$ cat src/rtl/audio_sample_scheduler.sv
// I2S output-path sequencer: divides clk into mclk/sck/lrck and, once per frame,
// selects or mixes two stereo sources into the words the serializer latches.
module audio_sample_scheduler #(
  parameter int unsigned SCK_BIT          = 3,
  parameter int unsigned LRCK_BIT         = 8,
  parameter int unsigned MCLK_BIT         = 1,
  parameter int unsigned FETCH_POINT      = 384,
  parameter bit          HOLD_ON_UNDERRUN = 1'b1
) (
  input  logic        clk,
  input  logic        rst,
  input  logic [1:0]  mode,
  input  logic        mute,
  input  logic        src0_valid,
  input  logic [15:0] src0_left,
  input  logic [15:0] src0_right,
  output logic        src0_ready,
  input  logic        src1_valid,
  input  logic [15:0] src1_left,
  input  logic [15:0] src1_right,
  output logic        src1_ready,
  output logic        audio_mclk,
  output logic        audio_sck,
  output logic        audio_lrck,
  output logic [15:0] audio_in_left,
  output logic [15:0] audio_in_right,
  output logic        frame_tick,
  output logic [15:0] underrun_cnt
);

  localparam int unsigned    DW        = LRCK_BIT + 1;
  localparam logic [DW-1:0]  FETCH_CNT = DW'(FETCH_POINT);
  localparam logic [DW-1:0]  TICK_PRE  = {{(DW-1){1'b1}}, 1'b0};
  localparam logic [DW-1:0]  DIV_ONE   = {{(DW-1){1'b0}}, 1'b1};

  typedef enum logic [1:0] {
    IDLE   = 2'd0,
    FETCH  = 2'd1,
    COMMIT = 2'd2
  } state_t;

  // Two's-complement add clamped to the 16-bit range.
  function automatic logic [15:0] sat_add16(input logic [15:0] a, input logic [15:0] b);
    logic [16:0] sum;
    sum = {a[15], a} + {b[15], b};
    if (sum[16] == sum[15]) begin
      sat_add16 = sum[15:0];
    end else if (sum[16]) begin
      sat_add16 = 16'h8000;
    end else begin
      sat_add16 = 16'h7FFF;
    end
  endfunction

  state_t        state_q, state_d;
  logic [DW-1:0] div_q, div_d;
  logic [15:0]   next_l_q, next_l_d, next_r_q, next_r_d;
  logic [15:0]   out_l_q, out_l_d, out_r_q, out_r_d;
  logic [15:0]   uc_q, uc_d;
  logic          tick_q, tick_d;
  logic          take0_s, take1_s;

  // Next-state logic: divider, frame FSM, source selection and commit.
  always_comb begin
    div_d    = div_q + DIV_ONE;
    state_d  = state_q;
    next_l_d = next_l_q;
    next_r_d = next_r_q;
    out_l_d  = out_l_q;
    out_r_d  = out_r_q;
    uc_d     = uc_q;
    tick_d   = (div_q == TICK_PRE);
    take0_s  = 1'b0;
    take1_s  = 1'b0;

    case (state_q)
      IDLE: begin
        // Enter FETCH on the edge where the divider reaches FETCH_CNT.
        if (div_d == FETCH_CNT) begin
          state_d = FETCH;
        end else begin
          state_d = IDLE;
        end
      end
      FETCH: begin
        case (mode)
          2'd0: take0_s = src0_valid;
          2'd1: take1_s = src1_valid;
          2'd2: begin
            take1_s = src1_valid;
            take0_s = src0_valid & ~src1_valid;
          end
          2'd3: begin
            take0_s = src0_valid;
            take1_s = src1_valid;
          end
          default: begin
            take0_s = 1'b0;
            take1_s = 1'b0;
          end
        endcase

        if (take0_s && take1_s) begin
          next_l_d = sat_add16(src0_left, src1_left);
          next_r_d = sat_add16(src0_right, src1_right);
        end else if (take0_s) begin
          next_l_d = src0_left;
          next_r_d = src0_right;
        end else if (take1_s) begin
          next_l_d = src1_left;
          next_r_d = src1_right;
        end else begin
          if (HOLD_ON_UNDERRUN) begin
            next_l_d = next_l_q;
            next_r_d = next_r_q;
          end else begin
            next_l_d = 16'h0000;
            next_r_d = 16'h0000;
          end
          if (uc_q != 16'hFFFF) begin
            uc_d = uc_q + 16'd1;
          end else begin
            uc_d = uc_q;
          end
        end
        state_d = COMMIT;
      end
      COMMIT: begin
        // Mute only gates the committed words; next_l/next_r keep real audio.
        if (mute) begin
          out_l_d = 16'h0000;
          out_r_d = 16'h0000;
        end else begin
          out_l_d = next_l_q;
          out_r_d = next_r_q;
        end
        state_d = IDLE;
      end
      default: begin
        state_d = IDLE;
      end
    endcase
  end

  // State and datapath registers.
  always_ff @(posedge clk or posedge rst) begin
    if (rst) begin
      state_q  <= IDLE;
      div_q    <= '0;
      next_l_q <= 16'h0000;
      next_r_q <= 16'h0000;
      out_l_q  <= 16'h0000;
      out_r_q  <= 16'h0000;
      uc_q     <= 16'h0000;
      tick_q   <= 1'b0;
    end else begin
      state_q  <= state_d;
      div_q    <= div_d;
      next_l_q <= next_l_d;
      next_r_q <= next_r_d;
      out_l_q  <= out_l_d;
      out_r_q  <= out_r_d;
      uc_q     <= uc_d;
      tick_q   <= tick_d;
    end
  end

  assign audio_mclk     = div_q[MCLK_BIT];
  assign audio_sck      = div_q[SCK_BIT];
  assign audio_lrck     = div_q[LRCK_BIT];
  assign audio_in_left  = out_l_q;
  assign audio_in_right = out_r_q;
  assign frame_tick     = tick_q;
  assign underrun_cnt   = uc_q;
  assign src0_ready     = take0_s;
  assign src1_ready     = take1_s;

endmodule

$ cat config.mk
export PLATFORM = sky130hd
export DESIGN_NAME = audio_sample_scheduler
export DESIGN_NICKNAME = d
export VERILOG_FILES = /design/src/rtl/audio_sample_scheduler.sv
export SDC_FILE = /design/constraint.sdc
export NUM_CORES = 1
export LEC_CHECK = 0
export CORE_ASPECT_RATIO = 0.9
export CORE_UTILIZATION = 50
export CTS_CLUSTER_SIZE = 30
export DETAILED_ROUTE_END_ITERATION = 8
export GPL_TIMING_DRIVEN = 0
export PLACE_DENSITY_LB_ADDON = 0.1
export SYNTH_ARGS = -nofsm -noshare
export SYNTH_HDL_FRONTEND = slang
export SYNTH_SLANG_ARGS = --single-unit
$ cat constraint.sdc
create_clock -name clk -period 3.5 [get_ports clk]
set_clock_uncertainty 0.1 [all_clocks]
set_input_delay 0.7 -clock clk [delete_from_list [all_inputs] [get_ports clk]]
set_output_delay 0.7 -clock clk [all_outputs]
set_load 0.005 [all_outputs]
==> flow_results.org <==
** Run status
- Outcome :: complete, no violations

** Clock network
- In this run the number of H-tree levels came out at 3.
- Counting the buffers created by CTS gives 9.
- Number of hold-repair buffers added at the cts stage :: 0
- TritonCTS built the clock tree.
- Clock tree synthesis selected as its root buffer the cell sky130_fd_sc_hd__clkbuf_16.
- The clock drives 92 sinks.
- Clock latency on the worst-skew pair :: 0.34 ns
- After clock tree synthesis, the clock-pin slew on the worst setup and hold paths is 0.06 ns.
- Buffers from clock root to sink, at most :: 2

** Critical path
- Logic depth of the worst setup path including buffers :: 12
- The worst register-to-register path begins at underrun_cnt[5]$_DFFE_PP0P_.
- Slowest CP cell :: sky130_fd_sc_hd__clkdlybuf4s50_1
- In this run the critical register-to-register path is captured at underrun_cnt[12]$_DFFE_PP0P_.
- Crit. End Element :: flip-flop
- Crit path cell chain :: clkdlybuf4s50_1 -> inv_1 -> fa_2 -> nand2b_4 -> a21oi_2 -> o21ai_2 -> o211a_1 -> buf_4 -> nand4_1 -> o311ai_2 -> o311ai_0 -> o22a_1
- Beginning of the critical path :: src0_left[1]
- Data required time of the critical path :: 3.68 ns
- The worst register-to-register path has a depth of 8.
- In this design, the largest share of critical-path delay is due to compound AO/OA/AOI/OAI gates.
- Maximum net fanout on the critical path :: 6
- Largest stage delay on the critical path :: 0.52 ns
- Critical Path Start Type :: primary input
- The number of buffers and inverters on the critical path is 3.
- Arrival time worst endpoint :: 3.59 ns
- The critical path is of the in -> reg type.
- Critical Path Sink :: next_l_q[4]$_DFFE_PP0P_
- Flop2flop setup slack :: 1.14 ns

** Logic synthesis
- Post-synthesis async set-or-reset flop share :: 100%
- Mean Syn Cell Area :: 8.75 µm²
- Synthesis handed over a netlist of 682 instances.
- During synthesis, Yosys emitted a total of 0 warnings.
- When the netlist entered floorplanning its net count stood at 794.
- The mapped netlist covers 5970 µm².
- Count of flip-flops with a built-in enable after synthesis :: 0
- After synthesis, flip-flops and latches occupy 38.6% of the total area.
- Among all flip-flop cells after synthesis, the most frequent one is sky130_fd_sc_hd__dfrtp_1.
- Number of distinct library cell variants in the gate-level netlist after synthesis :: 61
- Post-synthesis sequential element count :: 92

** Routing
- Via/cell ratio :: 5.62
- Met2 WL :: 7410 µm
- In this run, the number of DRC markers left after iteration 0 of detailed routing was 369.
- After detailed routing, the total wire length is 16400 µm.
- After detailed routing, the number of remaining DRC violations is 0.
- Average wire per cell in the routed design :: 16.6 µm
- Highest routed metal layer :: met4
- Number of routed nets with antenna violations :: 0
- Number of vias after detailed routing :: 5560
- Detailed routing placed a total of 966 µm of wire on met3.
- Met1 wire length :: 7810 µm
- The first detailed-routing pass ran for 6 iterations.

** Floorplanning
- The floorplan step set the die width to 117 µm.
- The region available for standard cell placement spans 11500 µm².
- Standard-cell rows :: 37
- Top Ports :: 125
- Starting utilization of the core area :: 51.8%
- Floorplan die area :: 12400 µm²
- The die is 106 µm tall.

** Cells and area
- Number of fill cells in the layout :: 935
- Layout cell share with drive strength beyond 1 :: 8.27%
- Relative to the synthesized area, the layout overhead comes to 33.8%.
- After the last flow step, the layout net total stands at 941.
- Multi-input gate area in the final layout :: 3560 µm²
- Final core area utilization :: 69.3%
- Number of standard cells in the layout, taps in and fillers out :: 990
- The number of antenna diodes in the final layout is 0.
- Sequential standard cell area :: 2300 µm²

** Global routing
- The first global-routing pass estimated 26400 µm of wire.
- Overflow after GRT :: 0
- GR Util All Layers :: 27.7%
- Maximum number of pins on one net before global-route repair :: 57
- The number of antenna violations at the first check in global routing came to 0.
- Via count of the first global-routing pass :: 5479

** Timing
- Shortest clock period the worst path allows after layout :: 3.42 ns
- Post-route clock period utilization :: 97.6%
- At the pin with the least slew margin, the transition time is 0.656 ns.
- The final hold violation count is 0.
- Setup TNS after final layout :: 0 ns
- The number of max-slew violations in the final report was 0.
- Setup violations remaining at the end of the flow were counted as 0.
- Peak clock frequency supported by timing :: 0.293 GHz
- Measured against its own limit, the worst slew margin works out to 55.9%.

** Power and ir drop
- For this design the static power due to leakage is 3.42 nW.
- Peak supply drop :: 0.000325 V
- After layout, the design draws a total of 2.77 mW.
- Total power per unit cell area :: 347 nW/µm²

** Place
- Detailed Place HPWL :: 12800 µm
- Count of buffers from port buffering :: 124
- Including well taps, the total number of placed cells is 963.
- Routability-driven placement congestion ratio :: 0.894

** Run
- The tool flagged a number of max-cap violations equal to 0.

** Hold path
- Type of the most critical hold path :: reg -> reg
-- synthesized netlist by cell type, types with 3 or more instances --
| library cell | instances | share of area (%) |
|---|---|---|
| sky130_fd_sc_hd__a21oi_1 | 63 | 5.3 |
| sky130_fd_sc_hd__and2_1 | 3 | 0.31 |
| sky130_fd_sc_hd__nor2_1 | 53 | 3.3 |
| sky130_fd_sc_hd__inv_1 | 25 | 1.6 |
| sky130_fd_sc_hd__clkbuf_1 | 24 | 1.5 |
| sky130_fd_sc_hd__o22ai_1 | 12 | 1.3 |
| sky130_fd_sc_hd__o31ai_1 | 4 | 0.50 |
| sky130_fd_sc_hd__o221ai_1 | 3 | 0.44 |
| sky130_fd_sc_hd__dfrtp_1 | 92 | 39 |
| sky130_fd_sc_hd__nand3_1 | 14 | 1.2 |
| sky130_fd_sc_hd__buf_2 | 5 | 0.42 |
| sky130_fd_sc_hd__nand2b_1 | 39 | 4.1 |
| sky130_fd_sc_hd__o21ai_0 | 71 | 6.0 |
| sky130_fd_sc_hd__nor3_1 | 7 | 0.59 |
| sky130_fd_sc_hd__a21o_1 | 4 | 0.50 |
| sky130_fd_sc_hd__nand4_1 | 9 | 0.94 |
| sky130_fd_sc_hd__nand2_1 | 74 | 4.7 |
| sky130_fd_sc_hd__xor2_1 | 18 | 2.6 |
| sky130_fd_sc_hd__o21bai_1 | 3 | 0.38 |
| sky130_fd_sc_hd__ha_1 | 39 | 8.2 |
| sky130_fd_sc_hd__and3_1 | 4 | 0.42 |
| sky130_fd_sc_hd__a21boi_0 | 5 | 0.63 |
| sky130_fd_sc_hd__xnor2_1 | 24 | 3.5 |
| sky130_fd_sc_hd__o21a_1 | 9 | 1.1 |
| sky130_fd_sc_hd__o211ai_1 | 7 | 0.88 |
| sky130_fd_sc_hd__o22a_1 | 27 | 4.0 |
-- worst min-delay path by stage --
stage	startpoint	end	slack, ns	depth (start not counted)
2_1_floorplan	div_q[7]$_DFF_PP0_	div_q[7]$_DFF_PP0_	0.36	1
3_3_place_gp	audio_in_left[10]$_DFFE_PP0N_	audio_in_left[10]$_DFFE_PP0N_	0.36	2
3_5_place_dp	audio_in_left[0]$_DFFE_PP0N_	audio_in_left[0]$_DFFE_PP0N_	0.37	2
4_1_cts	audio_in_left[0]$_DFFE_PP0N_	audio_in_left[0]$_DFFE_PP0N_	0.38	2
5_1_grt	div_q[7]$_DFF_PP0_	div_q[7]$_DFF_PP0_	0.41	1
6_report	audio_in_left[0]$_DFFE_PP0N_	audio_in_left[0]$_DFFE_PP0N_	0.38	2
-- metal layers --
metal / up-vias / global-route usage, %
met5: - / 0
met4: 0 / 9.04
met3: 16 / 3.74
met2: 177 / 42.3
met1: 2642 / 40.3
li1: 2725 / -
-- registers in the layout, summed over array words and instances, names as in the netlist --
| register | count |
|---|---|
| audio_in_left | 16 |
| next_r_q | 16 |
| div_q | 9 |
| state_q | 2 |
| next_l_q | 16 |
| frame_tick | 1 |
| audio_in_right | 16 |
| underrun_cnt | 16 |
-- cell type report --
class | instances | share of cell area (%)
multi-input cells | 532 | 44.5
flip-flops and latches | 92 | 28.8
repair buffers | 136 | 17.0
clock buffers | 13 | 3.26
well taps | 156 | 2.44
plain buffers | 32 | 2.11
inverters | 26 | 1.25
clock inverters | 3 | 0.564
-- tightest hold or removal path: stages (launching register included) --
cell and delay, ns:
sky130_fd_sc_hd__dfrtp_1 0.34, sky130_fd_sc_hd__nand2_1 0.05, sky130_fd_sc_hd__o21ai_0 0.06
-- cells by family after synthesis --
| family | count (synthesis) | share of synthesized area [%] |
|---|---|---|
| compound gates | 233 | 25.1 |
| simple gates | 215 | 17.3 |
| flops | 92 | 38.6 |
| buf+inv | 58 | 3.88 |
| xor+xnor | 42 | 6.16 |
| fa+ha+maj | 41 | 8.84 |
| mux | 1 | 0.168 |
-- where the power goes --
part / leakage [nW] / internal, mW / total, mW / switching, mW
clock: 0.142 / 0.593 / 0.983 / 0.390
combinational: 2.25 / 0.305 / 0.662 / 0.357
sequential: 1.03 / 1.10 / 1.13 / 0.0265
-- metrics by stage --
| stage | instance area (µm²) | worst slack (ns) | hold slack [ns] |
|---|---|---|---|
| after floorplan | 5970 | 0.308 | 0.358 |
| after global placement | 7410 | -0.939 | 0.365 |
| after detailed placement | 7440 | -0.720 | 0.369 |
| after CTS | 7860 | 0.00249 | 0.383 |
| after global routing | 7990 | -0.0156 | 0.406 |
| final | 7990 | 0.0845 | 0.379 |
-- layout by cell type (no fill, tap or decap), types with 4 or more instances in the layout --
cell type                         synthesis  layout
sky130_fd_sc_hd__a21boi_0                 5       5
sky130_fd_sc_hd__a21o_1                   4       4
sky130_fd_sc_hd__a21oi_1                 63      61
sky130_fd_sc_hd__and3_1                   4       4
sky130_fd_sc_hd__buf_4                    0      11
sky130_fd_sc_hd__buf_6                    1       4
sky130_fd_sc_hd__clkbuf_1                24      24
sky130_fd_sc_hd__clkbuf_16                0       9
sky130_fd_sc_hd__clkbuf_8                 0       4
sky130_fd_sc_hd__clkdlybuf4s50_1          0     121
sky130_fd_sc_hd__dfrtp_1                 92      92
sky130_fd_sc_hd__ha_1                    39      37
sky130_fd_sc_hd__inv_1                   25      24
sky130_fd_sc_hd__nand2_1                 74      74
sky130_fd_sc_hd__nand2b_1                39      37
sky130_fd_sc_hd__nand3_1                 14      14
sky130_fd_sc_hd__nand4_1                  9       9
sky130_fd_sc_hd__nor2_1                  53      51
sky130_fd_sc_hd__nor3_1                   7       6
sky130_fd_sc_hd__o211ai_1                 7       7
sky130_fd_sc_hd__o21a_1                   9       9
sky130_fd_sc_hd__o21ai_0                 71      70
sky130_fd_sc_hd__o22a_1                  27      27
sky130_fd_sc_hd__o22ai_1                 12       7
sky130_fd_sc_hd__o22ai_2                  0       5
sky130_fd_sc_hd__xnor2_1                 24      23
sky130_fd_sc_hd__xor2_1                  18      18
-- what timing repair did --
action / CTS / global route
resized for setup: 22 / 18
buffers inserted: 5 / 5
cloned: 1 / 0
setup endpoints to repair: 27 / 31
pin swaps: 5 / 7
(Power assumes the default switching activity.)
